<file path="src/rtl/run_control.sv">
// ============================================================================
// run_control : debounced run/pause and clear keys driving an IDLE/RUN/PAUSE
//               controller for a downstream running-circle stage.
// Revision    : 1.0
// ============================================================================
`default_nettype none

module run_control #(
    parameter int DEBOUNCE_CYCLES = 50000
) (
    input  logic       clk_i,
    input  logic       rst_ni,
    input  logic       key_run_ni,
    input  logic       key_clr_ni,
    output logic       en_o,
    output logic       restart_o,
    output logic [1:0] state_o
);

    localparam int            CW        = $clog2(DEBOUNCE_CYCLES);
    localparam logic [CW-1:0] C_CNT_MAX = CW'(DEBOUNCE_CYCLES - 1);

    typedef enum logic [1:0] {
        S_IDLE  = 2'b00,
        S_RUN   = 2'b01,
        S_PAUSE = 2'b10
    } state_t;

    logic [1:0] w_key_raw;
    logic [1:0] w_press;
    state_t     r_state;
    logic       r_restart;

    // Bit 0 is the run key, bit 1 the clear key.
    assign w_key_raw = {key_clr_ni, key_run_ni};

    generate
        for (genvar g = 0; g < 2; g++) begin : g_key
            logic [1:0]    r_sync;
            logic          r_level;
            logic          r_level_d;
            logic          r_press;
            logic [CW-1:0] r_cnt;

            always_ff @(posedge clk_i or negedge rst_ni) begin
                if (!rst_ni) begin
                    r_sync    <= 2'b11;
                    r_level   <= 1'b1;
                    r_level_d <= 1'b1;
                    r_cnt     <= '0;
                    r_press   <= 1'b0;
                end else begin
                    r_sync    <= {r_sync[0], w_key_raw[g]};
                    r_level_d <= r_level;
                    r_press   <= r_level_d & ~r_level;
                    if (r_sync[1] == r_level) begin
                        r_cnt <= '0;
                    end else if (r_cnt == C_CNT_MAX) begin
                        r_level <= r_sync[1];
                        r_cnt   <= '0;
                    end else begin
                        r_cnt <= r_cnt + 1'b1;
                    end
                end
            end

            assign w_press[g] = r_press;
        end
    endgenerate

    // Clear wins over run; restart only fires when actually leaving RUN/PAUSE.
    always_ff @(posedge clk_i or negedge rst_ni) begin
        if (!rst_ni) begin
            r_state   <= S_IDLE;
            r_restart <= 1'b0;
        end else begin
            r_restart <= 1'b0;
            if (w_press[1]) begin
                if (r_state != S_IDLE) begin
                    r_restart <= 1'b1;
                end
                r_state <= S_IDLE;
            end else if (w_press[0]) begin
                case (r_state)
                    S_RUN:   r_state <= S_PAUSE;
                    default: r_state <= S_RUN;
                endcase
            end
        end
    end

    assign en_o      = (r_state == S_RUN);
    assign state_o   = r_state;
    assign restart_o = r_restart;

endmodule

`default_nettype wire

</file>
<file path="config.mk">
export PLATFORM = sky130hd
export DESIGN_NAME = run_control
export DESIGN_NICKNAME = d
export VERILOG_FILES = /design/src/rtl/run_control.sv
export SDC_FILE = /design/constraint.sdc
export NUM_CORES = 1
export LEC_CHECK = 0
export ABC_AREA = 1
export CAP_MARGIN = 40
export CORE_ASPECT_RATIO = 0.7
export CORE_MARGIN = 2
export CORE_UTILIZATION = 60
export DETAILED_ROUTE_END_ITERATION = 8
export GPL_TIMING_DRIVEN = 0
export PLACE_DENSITY_LB_ADDON = 0.08
export SYNTH_ARGS = -nofsm -noshare
export SYNTH_HDL_FRONTEND = slang
export SYNTH_SLANG_ARGS = --single-unit
</file>
<file path="constraint.sdc">
create_clock -name clk_i -period 1.98 [get_ports clk_i]
set_clock_uncertainty 0.2 [all_clocks]
set_input_delay 0.396 -clock clk_i [delete_from_list [all_inputs] [get_ports clk_i]]
set_output_delay 0.396 -clock clk_i [all_outputs]
set_load 0.02 [all_outputs]
</file>
==> parameters.txt, run 1 <==
Parameter                              Value

CTS
  Cell at the root of the clock tree    clkbuf_8
  H-tree level count    2
  CTS tree    built
  Number of buffers on the longest clock path    2
  Sink count of the clock tree    45
  Insertion delay to the later sink of the worst-skew pair    0.30 ns
  Number of buffers inserted during clock tree synthesis    5
  Post-CTS Setup Repair Bufs    0
  Clk slew on worst S/H paths    0.08 ns

Yosys
  Average footprint of a synthesized cell    8.188 µm²
  Unique cell type count in the Yosys netlist    23
  Post-synthesis sequential area ratio    51.39%
  Warnings from Yosys    0
  Total of flip-flops plus latches after synthesis    45
  Mapped Cells    270
  Number of nets produced by synthesis    276
  Netlist Area Pre-Place    2211 µm²

Drt
  DRC errors left    0
  Drt first-iter violations    156
  Pre-Repair DR Iteration Count    4
  Max Used Layer    met4
  Average wire per standard cell    12.53 µm
  Met2 WL post-DR    1590 µm
  Amount of wire on met3 after detailed routing    275 µm
  Overall via count from detail_route    1727
  WL met1    2303 µm
  Total length of routed wires    4221 µm
  Final ANT Viol Nets    0
  Vias per cell    5.125

Cells and area
  Top library cells by usage in the layout, fill and taps aside    nor2_1, nand2_1, dfrtp_1, inv_1, nand3_1
  Post-route cell area    2484 µm²
  Filler cells    273
  Final standard cell count with taps included and fillers excluded    337
  Most common library cell in the layout ignoring fill and taps    nor2_1
  Proportion of layout cells with a drive suffix above 1    10.80%
  Area of the multi-input gates    947.2 µm²
  Final core utilization    70.24%
  Antenna diode count    0
  Synth-to-layout area growth    12.34%
  Sequential cell area in the final layout    1136 µm²
  Total Nets Final    292

Critical path
  Worst endpoint data arrival time    1.32 ns
  Worst-path fanout max    4
  Worst path buffer plus inverter count    1
  Maximum cell stage delay along the critical path    0.62 ns
  Largest delay share family, worst path    buffers and inverters
  Element type at the critical path end    output port
  Classification of the worst setup path    reg -> out
  Data required time of the critical path    1.38 ns
  Highest-delay cell along the critical path    clkdlybuf4s50_1
  Kind of launch point of the worst setup path    flip-flop
  Critical path, cell by cell    clkdlybuf4s50_1

Global route
  Via count of the first global-routing pass    1433
  Overflow left after global routing    0
  Wire length of the first global-routing pass    6865 µm
  Total GRT Usage    22.45%
  Maximum number of pins on one net before global-route repair    34
  Number of antenna violations at the first check in global routing    0

Floorplanning
  Area of the core    3536 µm²
  Initial Utilization    62.53%
  Ports placed on the boundary    8
  Horizontal die dimension    76.56 µm
  Die Outline Area    4194 µm²
  Die extent in y    54.79 µm
  # rows    18

Placement
  Quantity of I/O buffers inserted on ports    7
  Placed standard-cell area    2359 µm²
  Gp weighted congestion    0.8867
  Detailed-placement wirelength estimate    3120 µm
  Cell count after placement    328
  Post-place setup slack    0.2366 ns

Power and ir drop
  Pwr/cell area    699.2 nW/µm²
  Design Power    0.001737 W
  Highest ir drop seen on vdd    0.4954 mV
  Static leakage power    1.138 nW

Timing
  Worst setup margin    0.06620 ns
  Worst slew margin relative to its limit    75.23%
  Unrepaired setup endpoints after global routing    false
  Transition time at the pin with the least slew margin    0.3712 ns
  Final setup violation count    0
  Timing-limited maximum frequency    0.5225 GHz
  Max-slew violations    0
  Final hold viol count    0
  Share of the clock period used by the worst path    96.66%
  Min Tclk post-route    1.914 ns

Job
  Number of violations of the max-capacitance limit    0

Hold path
  Path class of the lowest-slack min-delay path    reg -> reg

Outcome
  Status    finished clean
report_power, final:
group,switching (W),leakage (nW),internal [W]
logic,0.0000427,0.484,0.0000233
registers,0.0000129,0.595,0.000936
clock network,0.000310,0.0585,0.000412
registers in the layout, indices dropped and copies added (netlist names):
name	cells
g_key.r_sync	4
restart_o	1
g_key.r_level	2
g_key.r_press	2
g_key.r_cnt	32
g_key.r_level_d	2
state_o	2
repair_timing:
item	CTS	global route
setup endpoints to repair	1	0
hold buffers	1	0
hold endpoints to repair	10	0
gates resized for setup	1	0
logic make-up after synthesis:
family / after synthesis / synth area share (%)
xor gates and xnor gates: 16 / 7.018
and+or+nand+nor: 156 / 30.45
buffers and inverters: 34 / 5.773
DFF: 45 / 51.39
adders and majority gates: 2 / 1.132
AOI/OAI and AO/OA: 17 / 4.244
through the flow:
step	setup TNS [ns]	hold WS (ns)
after floorplan	0	-0.09959
after global placement	-33.61	0.1457
after detailed placement	0	0.1058
after CTS	0	0.1591
after global routing	0	0.1711
final	0	0.1574
synth_stat cells, drive strengths merged:
cell | instances | area (µm²)
nand2 | 49 | 196.4
dfstp | 8 | 210.2
nand4 | 5 | 31.28
dfrtp | 37 | 925.9
xnor2 | 3 | 26.28
xor2 | 13 | 128.9
nor2 | 74 | 280.3
o21bai | 2 | 15.01
nor3 | 3 | 25.02
ha | 2 | 25.02
nor3b | 2 | 20.02
nand3 | 23 | 120.1
inv | 34 | 127.6
a31oi | 3 | 18.77
o21ai | 4 | 20.02
a21oi | 8 | 40.04
cell type report:
cell class	count	share of cell area [%]
sequential	45	45.74
tap	50	2.519
multi-input combinational	191	38.14
timing repair buffer	9	3.778
clock inverter	1	1.209
clock buffer	7	3.476
inverter	34	5.139
layer usage:
| metal | vias to the layer above | global-route usage [%] |
|---|---|---|
| met5 | - | 0 |
| met4 | 0 | 8.788 |
| met3 | 7 | 6.106 |
| met2 | 55 | 28.61 |
| met1 | 791 | 35.29 |
| li1 | 874 | - |
final timing paths:
check / slack, ns / cells past startpoint / start / to
max: 0.07 / 1 / state_o[1]$_DFFE_PN0P_ / state_o[1]
min: 0.16 / 0 / g_key[1].r_sync[0]$_DFF_PN1_ / g_key[1].r_sync[1]$_DFF_PN1_
max reg2reg: 0.24 / 6 / g_key[1].r_cnt[0]$_DFF_PN0_ / g_key[1].r_cnt[8]$_DFF_PN0_
min reg2reg: 0.16 / 0 / g_key[1].r_sync[0]$_DFF_PN1_ / g_key[1].r_sync[1]$_DFF_PN1_
max in group asynchronous: 0.72 / 3 / rst_ni / g_key[1].r_level_d$_DFF_PN1_
min in group asynchronous: 0.33 / 2 / rst_ni / g_key[0].r_cnt[2]$_DFF_PN0_
No activity file was read; power rests on OpenSTA's default activity.
==> inputs of run 2 (changes only) <==
--- a/config.mk
+++ b/config.mk
@@ -11,6 +11,7 @@
 export CORE_MARGIN = 2
 export CORE_UTILIZATION = 60
 export DETAILED_ROUTE_END_ITERATION = 8
+export GPL_ROUTABILITY_DRIVEN = 0
 export GPL_TIMING_DRIVEN = 0
 export PLACE_DENSITY_LB_ADDON = 0.08
 export SYNTH_ARGS = -nofsm -noshare
==> results of run 2 <==
Same layout as run 1: the final DEF is identical, and so are final timing and power.
